### src/rtl/timer_pkg.sv
// Shared definitions for the timer peripheral: bus word addresses, CTRL field
// positions, mode codes and the FSM state type.
package timer_pkg;

  localparam logic [1:0] ADDR_CTRL   = 2'b00;
  localparam logic [1:0] ADDR_PRESET = 2'b01;
  localparam logic [1:0] ADDR_COUNT  = 2'b10;

  localparam int CTRL_EN       = 0;
  localparam int CTRL_MODE_LSB = 1;
  localparam int CTRL_MODE_MSB = 2;
  localparam int CTRL_IM       = 3;

  localparam logic [1:0] MODE_ONESHOT = 2'b00;
  localparam logic [1:0] MODE_RELOAD  = 2'b01;

  typedef enum logic [1:0] {
    IDLE = 2'b00,
    LOAD = 2'b01,
    CNT  = 2'b10,
    INT  = 2'b11
  } timer_state_e;

endpackage

### src/rtl/timer_dev_if.sv
// Device-bus view of the timer: address/strobe/write data in, read data and
// interrupt request out.
interface timer_dev_if;
  logic [1:0]  addr;
  logic        we;
  logic [31:0] din;
  logic [31:0] dout;
  logic        irq;

  modport master (output addr, output we, output din, input dout, input irq);
  modport slave  (input addr, input we, input din, output dout, output irq);
endinterface

### src/rtl/timer_dev.sv
// Programmable down-counter with one-shot or auto-reload interrupt generation,
// memory-mapped as CTRL / PRESET / COUNT on the device bus.
module timer_dev
  import timer_pkg::*;
#(
  parameter int CNT_W = 32
) (
  input  logic         clk,
  input  logic         rst,
  timer_dev_if.slave   bus
);

  timer_state_e      state_q,  state_d;
  logic [3:0]        ctrl_q,   ctrl_d;
  logic [CNT_W-1:0]  preset_q, preset_d;
  logic [CNT_W-1:0]  count_q,  count_d;
  logic              sticky_q, sticky_d;

  logic       en;
  logic [1:0] mode;
  assign en   = ctrl_q[CTRL_EN];
  assign mode = ctrl_q[CTRL_MODE_MSB:CTRL_MODE_LSB];

  always_ff @(posedge clk or negedge rst) begin
    if (!rst) begin
      state_q  <= IDLE;
      ctrl_q   <= '0;
      preset_q <= '0;
      count_q  <= '0;
      sticky_q <= 1'b0;
    end else begin
      state_q  <= state_d;
      ctrl_q   <= ctrl_d;
      preset_q <= preset_d;
      count_q  <= count_d;
      sticky_q <= sticky_d;
    end
  end

  always_comb begin
    state_d  = state_q;
    ctrl_d   = ctrl_q;
    preset_d = preset_q;
    count_d  = count_q;
    sticky_d = sticky_q;

    unique case (state_q)
      IDLE: if (en) state_d = LOAD;
      LOAD: begin
        count_d = preset_q;
        state_d = CNT;
      end
      CNT: begin
        if (!en) begin
          state_d = IDLE;
        end else if (count_q > CNT_W'(1)) begin
          count_d = count_q - CNT_W'(1);
        end else begin
          // Reaching 1 or starting at 0 both terminate here; COUNT floors at 0.
          count_d = '0;
          state_d = INT;
        end
      end
      INT: begin
        if (mode == MODE_RELOAD) begin
          state_d = LOAD;
        end else begin
          ctrl_d[CTRL_EN] = 1'b0;
          sticky_d        = 1'b1;
          state_d         = IDLE;
        end
      end
      default: state_d = IDLE;
    endcase

    // Bus writes override the FSM's own CTRL/sticky update in the same cycle.
    if (bus.we) begin
      if (bus.addr == ADDR_CTRL) begin
        ctrl_d   = bus.din[3:0];
        sticky_d = 1'b0;
        if (!bus.din[CTRL_EN]) state_d = IDLE;
      end else if (bus.addr == ADDR_PRESET) begin
        preset_d = bus.din[CNT_W-1:0];
      end
    end
  end

  always_comb begin
    unique case (bus.addr)
      ADDR_CTRL:   bus.dout = 32'(ctrl_q);
      ADDR_PRESET: bus.dout = 32'(preset_q);
      ADDR_COUNT:  bus.dout = 32'(count_q);
      default:     bus.dout = '0;
    endcase
  end

  assign bus.irq = ctrl_q[CTRL_IM] & ((state_q == INT) | sticky_q);

endmodule

### src/flat_wrapper.sv
// flat-port wrapper written by rule: the top's interface ports become plain ports
module timer_dev_flat import timer_pkg::*;
#(
  parameter int CNT_W = 32
)
  (clk, rst, bus_addr, bus_we, bus_din, bus_dout, bus_irq);
  timer_dev_if bus_i ();
  input  logic clk;
  input  logic rst;
  input wire logic [$bits(bus_i.addr)-1:0] bus_addr;
  input wire logic [$bits(bus_i.we)-1:0] bus_we;
  input wire logic [$bits(bus_i.din)-1:0] bus_din;
  output wire logic [$bits(bus_i.dout)-1:0] bus_dout;
  output wire logic [$bits(bus_i.irq)-1:0] bus_irq;
  assign bus_i.addr = bus_addr;
  assign bus_i.we = bus_we;
  assign bus_i.din = bus_din;
  assign bus_dout = bus_i.dout;
  assign bus_irq = bus_i.irq;
  timer_dev #(.CNT_W(CNT_W)) u_core (.clk(clk), .rst(rst), .bus(bus_i));
endmodule
### config.mk
export PLATFORM = sky130hd
export DESIGN_NAME = timer_dev_flat
export DESIGN_NICKNAME = d
export VERILOG_FILES = /design/src/rtl/timer_pkg.sv /design/src/rtl/timer_dev_if.sv /design/src/rtl/timer_dev.sv /design/src/flat_wrapper.sv
export SDC_FILE = /design/constraint.sdc
export NUM_CORES = 1
export LEC_CHECK = 0
export CAP_MARGIN = 15
export CORE_UTILIZATION = 44
export CTS_BUF_LIST = sky130_fd_sc_hd__clkbuf_8 sky130_fd_sc_hd__clkbuf_16
export DETAILED_ROUTE_END_ITERATION = 7
export PLACE_DENSITY = 0.69
export RECOVER_POWER = 50
export SETUP_SLACK_MARGIN = 0.15
export SYNTH_ARGS = -nofsm -noshare
export SYNTH_HDL_FRONTEND = slang
export SYNTH_SLANG_ARGS = --single-unit
export TNS_END_PERCENT = 20
### constraint.sdc
create_clock -name clk -period 3.12 [get_ports clk]
set_clock_uncertainty 0.05 [all_clocks]
set_input_delay 0.78 -clock clk [delete_from_list [all_inputs] [get_ports clk]]
set_output_delay 0.78 -clock clk [all_outputs]
set_load 0.1 [all_outputs]
==> results of run 1 <==
## synthesized netlist by cell type, types with 3 or more instances
library cell | n | area, sq um
dfrtp_1 | 71 | 1780
a22o_1 | 39 | 342
mux2_2 | 35 | 394
o21ai_0 | 32 | 160
nand2_1 | 30 | 113
clkbuf_1 | 24 | 90.1
nor3_1 | 16 | 80.1
nor2_1 | 14 | 52.6
a21oi_1 | 11 | 55.1
nand3_1 | 9 | 45.0
inv_1 | 7 | 26.3
nor2b_1 | 7 | 43.8
o2bb2ai_1 | 7 | 61.3
a32oi_1 | 6 | 52.6
and3_1 | 6 | 37.5
nor4_1 | 6 | 37.5
o31ai_1 | 6 | 45.0
and2_1 | 5 | 31.3
mux2i_1 | 5 | 50.1
a22oi_1 | 4 | 30.0
o41ai_1 | 4 | 35.0
or3_1 | 4 | 25.0
a211o_1 | 3 | 26.3
buf_2 | 3 | 15.0
nand2b_1 | 3 | 18.8
nor4_4 | 3 | 63.8
o211ai_1 | 3 | 22.5
o31a_1 | 3 | 26.3
or4_1 | 3 | 22.5
## logic make-up after synthesis
| family | after synthesis |
|---|---|
| adders and majority gates | 2 |
| and+or+nand+nor | 118 |
| muxes | 40 |
| buffers and inverters | 39 |
| AOI/OAI and AO/OA | 132 |
| DFF | 71 |
## timing repair
item                                    4_1_cts  5_1_grt
endpoints found under the setup margin       20        0
setup buffers                                 1        0
resized for setup                             5        0
## worst reg2reg max path: stages (launching register included)
cell and delay [ns]:
dfrtp_1 0.48, nor4_2 0.44, nand4_1 0.31, o31a_1 0.59, a32o_1 0.31, a211o_1 0.28
## per-stage QoR
step           setup slack, ns  std cells  total power [uW]  instance area (sq um)  TNS [ns]
2_1_floorplan           -0.299        402              3360                   4130     -1.96
3_3_place_gp             0.156        567              4120                   5310         0
3_5_place_dp            0.0811        567              4190                   5310         0
4_1_cts                  0.315        584              4950                   5560         0
5_1_grt                  0.231        584              5230                   5550         0
6_report                 0.313        584              4950                   5550         0
## final timing paths
| path | startpoint | end | slack (ns) |
|---|---|---|---|
| min in group asynchronous | rst | u_core.preset_q[13]$_DFFE_PN0P_ | 0.61 |
| worst max-delay path | bus_addr[0] | bus_dout[16] | 0.31 |
| max in group asynchronous | rst | u_core.preset_q[24]$_DFFE_PN0P_ | 0.67 |
| worst min-delay path | u_core.sticky_q$_DFF_PN0_ | u_core.sticky_q$_DFF_PN0_ | 0.46 |
| worst max register to register | u_core.count_q[18]$_DFFE_PN0P_ | u_core.count_q[29]$_DFFE_PN0P_ | 0.54 |
| worst min register to register | u_core.sticky_q$_DFF_PN0_ | u_core.sticky_q$_DFF_PN0_ | 0.46 |
## layout make-up
type | instances | area (sq um)
Fill cell | 744 | 3300
Multi-Input combinational cell | 292 | 2200
Sequential cell | 71 | 1780
Timing Repair Buffer | 91 | 1210
Clock buffer | 11 | 151
Tap cell | 108 | 135
Clock inverter | 4 | 46.3
Inverter | 7 | 26.3
## sequential cells by signal, indices dropped and copies added (netlist names)
register and flops:
u_core.count_q 32, u_core.preset_q 32, u_core.ctrl_q 4, u_core.state_q 2, u_core.sticky_q 1
## power by group through the flow
stage	Combinational (uW)	Sequential [uW]	Clock (uW)
floorplan	1840	1520	0
global placement	2460	1670	0
finish	2510	1690	753
global route	2690	1730	812
detailed placement	2500	1690	0
CTS	2520	1670	760
## per-layer routing
metal	up-vias	part of all wire	wire length, microns	GRT usage
met4	0	0.014	153	0.0907
met2	139	0.46	4990	0.373
met1	1782	0.47	5050	0.335
met3	15	0.054	576	0.0315
li1	1683	-	-	-
met5	-	0	0	0
==> run metrics, run 1 <==
Die Wd=98.4 microns; RSZ-0062 raised after global routing=no; P_int=2660 uW; Worst path max stage delay=0.31 ns; Worst-Margin Slew=1.26 ns; CTS Buf Count=9; CP max-delay cell=dlygate4sd2_1; sequential share of power=0.341; Critical Path Stages=6; xor and xnor fraction of the mapped netlist area=0; Crit path max-delay family=buffers and inverters; Synth Net Count=441; ys async rst share=1.00; top_reg_cell synth=dfrtp_1; io pins=70; first-pass GRT wire length=18000 microns; CP Class=input pin to output port; vias per cell=6.20; Setup violations, final=0; Synth Area in Compound Gates=0.244; layout cell share with drive strength beyond 1=0.284; Die Y-Extent=98.4 microns; die area=9680 sq um; max-cap viol count=0; combinational group share of total power=0.507; cts hold-fix bufs=0; initial drt markers=279; vias in the first global route=3544; worst hold margin=0.463 ns; distinct cell type count after synthesis=52; min Tclk post-route=2.81 ns; IO Port Bufs=69; number of synthesized register bits=71; Routed Wire Length=10800 microns; synthesized area=4090 sq um; Core Area=8850 sq um; worst vdd ir=410 uV; area delta synth->final=35.7%; pwr dens=893 nW/um^2; Final Hold Fails=0; Static Leakage=0.00229 uW; Max Fclk=356 MHz; antenna violations before repair=0; clock share of power=0.152; Setup crit end kind=output port; most common cell after layout, fill and taps aside=dfrtp_1; simple-gate area share of the yosys netlist=0.165; clk sinks=71; largest family of logic cells by synthesized area=compound AO/OA/AOI/OAI gates; Startpoint Class=input pin; Min-Delay Path Class=flop to flop; status=complete, but fails checks; CTS tree=yes; GRT Resource Usage Total=0.237; clk_lat worst skew=0.35 ns; # DRC=1; CP Max Fanout=16; initial core utilization=0.462; CP Cell Sequence=dlygate4sd2_1, nor2b_4, buf_12, buf_16, a22o_2, buf_12; fin. max-slew vios=0; CP bufs+invs=4; Rows=34; switch share=0.463; vias after detailed routing=3619; mux cell area share after synthesis=0.109; hold depth=2; grt ovf=0; CP most frequent cell=buf_12; FF-to-FF path depth=5; Nets=511; post-route antenna net violation count=0; WL per Instance=18.4 microns; Reg clk slew, reported paths=0.07 ns; routability cong.=0.893; register area share after synthesis=0.435; Data required, critical path=2.29 ns; commonest non-fill, non-tap cells in the layout=71 x dfrtp_1, 35 x mux2_2, 35 x buf_12; pin count of the biggest net entering global routing=33; failing checks=design-rule violations; NetSw=2290 uW; H-tree Lvls=3; Syn. warnings=0; max_slew headroom=0.162; dpl hpwl=7320 microns; EDFF count, synth=0; adder-cell share of the synthesized area=0.00612; Final Util=0.627; number of diodes=0; period utilization=0.900; maximum clock insertion buffer count=2; First-pass DRT Iterations=8; Synth Instances=402; syn_area_per_cell=10.2 sq um; CTS root buf=clkbuf_8; Arrival @ worst endpoint=1.98 ns
No activity file was read; power rests on OpenSTA's default activity.
==> run 2, diff against run 1 <==
SETUP_SLACK_MARGIN = 0.1   (was 0.15)
==> run 2 against run 1 <==
  * Via count is 0.69% lower
  * Power is 2.3% lower
  * Critical endpoint is now bus_dout[1]
  * Register-to-register slack worse by 0.03 ns
  * Largest cell class unchanged
  * The run still ends with design-rule violations left
  * Combinational power hardly changed
==> run metrics, run 2 (same netlist as run 1, synthesis figures left out) <==
period utilization=0.938; antenna violations before repair=0; clk_lat worst skew=0.35 ns; pwr dens=885 nW/um^2; RSZ-0062 raised after global routing=yes; # DRC=1; First-pass DRT Iterations=8; commonest non-fill, non-tap cells in the layout=71 x dfrtp_1, 35 x mux2_2, 34 x clkdlybuf4s50_1, 34 x buf_12, 30 x nand2_1; Data required, critical path=2.29 ns; number of diodes=0; vias after detailed routing=3594; Nets=509; min Tclk post-route=2.93 ns; cts hold-fix bufs=0; grt ovf=0; Static Leakage=0.00226 uW; area delta synth->final=33.6%; Max Fclk=342 MHz; Routed Wire Length=10400 microns; CP Max Fanout=20; Final Hold Fails=0; H-tree Lvls=3; vias in the first global route=3631; Post-CTS Setup Bufs=0; Die Y-Extent=98.4 microns; post-route antenna net violation count=0; worst vdd ir=493 uV; Min-Delay Path Class=input pin to async pin; IO Port Bufs=69; max_slew headroom=0.0293; Worst-Margin Slew=1.46 ns; Core Area=8850 sq um; clk sinks=71; first-pass GRT wire length=17500 microns; Final WS setup=0.192 ns; initial core utilization=0.462; pre-CTS setup slack=0.113 ns; WL per Instance=17.8 microns; Arrival @ worst endpoint=2.10 ns; layout cell share with drive strength beyond 1=0.278; dpl cell area=5310 sq um; Largest regs=u_core.count_q x32, u_core.preset_q x32, u_core.ctrl_q x4; failing checks=design-rule violations; Setup violations, final=0; CTS tree=yes; fin area=5460 sq um; initial drt markers=189; Setup crit end kind=output port; CP Class=input pin to output port; Rows=34; maximum clock insertion buffer count=2; worst hold margin=0.340 ns; die area=9680 sq um; pin count of the biggest net entering global routing=35; CTS root buf=clkbuf_8; Reg clk slew, reported paths=0.08 ns; fin. max-slew vios=0; Die Wd=98.4 microns; Startpoint Class=input pin; CTS Buf Count=9; vias per cell=6.18; dpl hpwl=7260 microns; status=complete, but fails checks; most common cell after layout, fill and taps aside=dfrtp_1; io pins=70; max-cap viol count=0; routability cong.=0.912; GRT Resource Usage Total=0.227
run 2: changes by cell type in the layout (fill, tap and decap cells not counted):
| cell | previous run | this run |
|---|---|---|
| clkbuf_8 | 11 | 10 |
| clkdlybuf4s50_1 | 32 | 34 |
| bufinv_16 | 1 | 0 |
| dlygate4sd3_1 | 1 | 0 |
| buf_4 | 15 | 14 |
| dlymetal6s2s_1 | 0 | 1 |
| clkbuf_1 | 3 | 4 |
| buf_16 | 1 | 0 |
| nor2b_2 | 0 | 1 |
| dlygate4sd2_1 | 2 | 0 |
| nor2b_4 | 2 | 1 |
| buf_12 | 35 | 34 |
| clkinv_2 | 1 | 3 |
run 2: area by class of cell:
cell class              instances  area, sq um
fillers                       750         3390
multi-input cells             292         2190
flip-flops and latches         71         1780
repair buffers                 89         1160
clock buffers                  10          138
well taps                     108          135
clock inverters                 5         26.3
inverters                       7         26.3
run 2: worst max-delay path, cell delays in order:
cell and delay [ns]:
clkdlybuf4s50_1 0.52, nor2b_4 0.19, buf_12 0.16, nand2_1 0.06, o21ai_1 0.16, buf_12 0.22
run 2: path summary, 6_finish.rpt:
kind	slack [ns]	start	cells past startpoint	end
setup / recovery	0.19	bus_addr[0]	6	bus_dout[1]
hold / removal	0.34	rst	1	u_core.count_q[12]$_DFFE_PN0P_
max in group asynchronous	0.93	rst	2	u_core.preset_q[28]$_DFFE_PN0P_
min in group clk	0.48	u_core.sticky_q$_DFF_PN0_	2	u_core.sticky_q$_DFF_PN0_
hold reg to reg	0.48	u_core.sticky_q$_DFF_PN0_	2	u_core.sticky_q$_DFF_PN0_
setup reg to reg	0.51	u_core.count_q[12]$_DFFE_PN0P_	5	u_core.count_q[29]$_DFFE_PN0P_
run 2: metrics by stage:
stage	utilization	setup TNS [ns]	cells	power, uW
2_1_floorplan	-	-1.96	402	3360
3_3_place_gp	0.600	0	567	4130
3_5_place_dp	0.600	0	567	4200
4_1_cts	0.618	0	582	4850
5_1_grt	0.617	0	582	5110
6_report	0.617	0	582	4830
run 2: power by group:
part	switching, uW	internal, uW
sequential	455	1230
combinational	1480	1030
clock	347	299
run 2: per-layer routing:
layer | up-vias | global-route usage | wire (microns)
li1 | 1683 | - | -
met5 | - | 0 | 0
met1 | 1794 | 0.298 | 4780
met4 | 0 | 0.0918 | 133
met3 | 11 | 0.0458 | 479
met2 | 106 | 0.369 | 4990
run 2: what timing repair did:
action                                  4_1_cts  5_1_grt
endpoints found under the hold margin         0        0
resized for setup                             0        2
endpoints found under the setup margin        0       22
==> run 3, diff against run 2 <==
ABC_CLOCK_PERIOD_IN_PS = 3120   (was default)
==> results of run 3 <==
Final layout, timing and power as in run 2 (identical DEF).
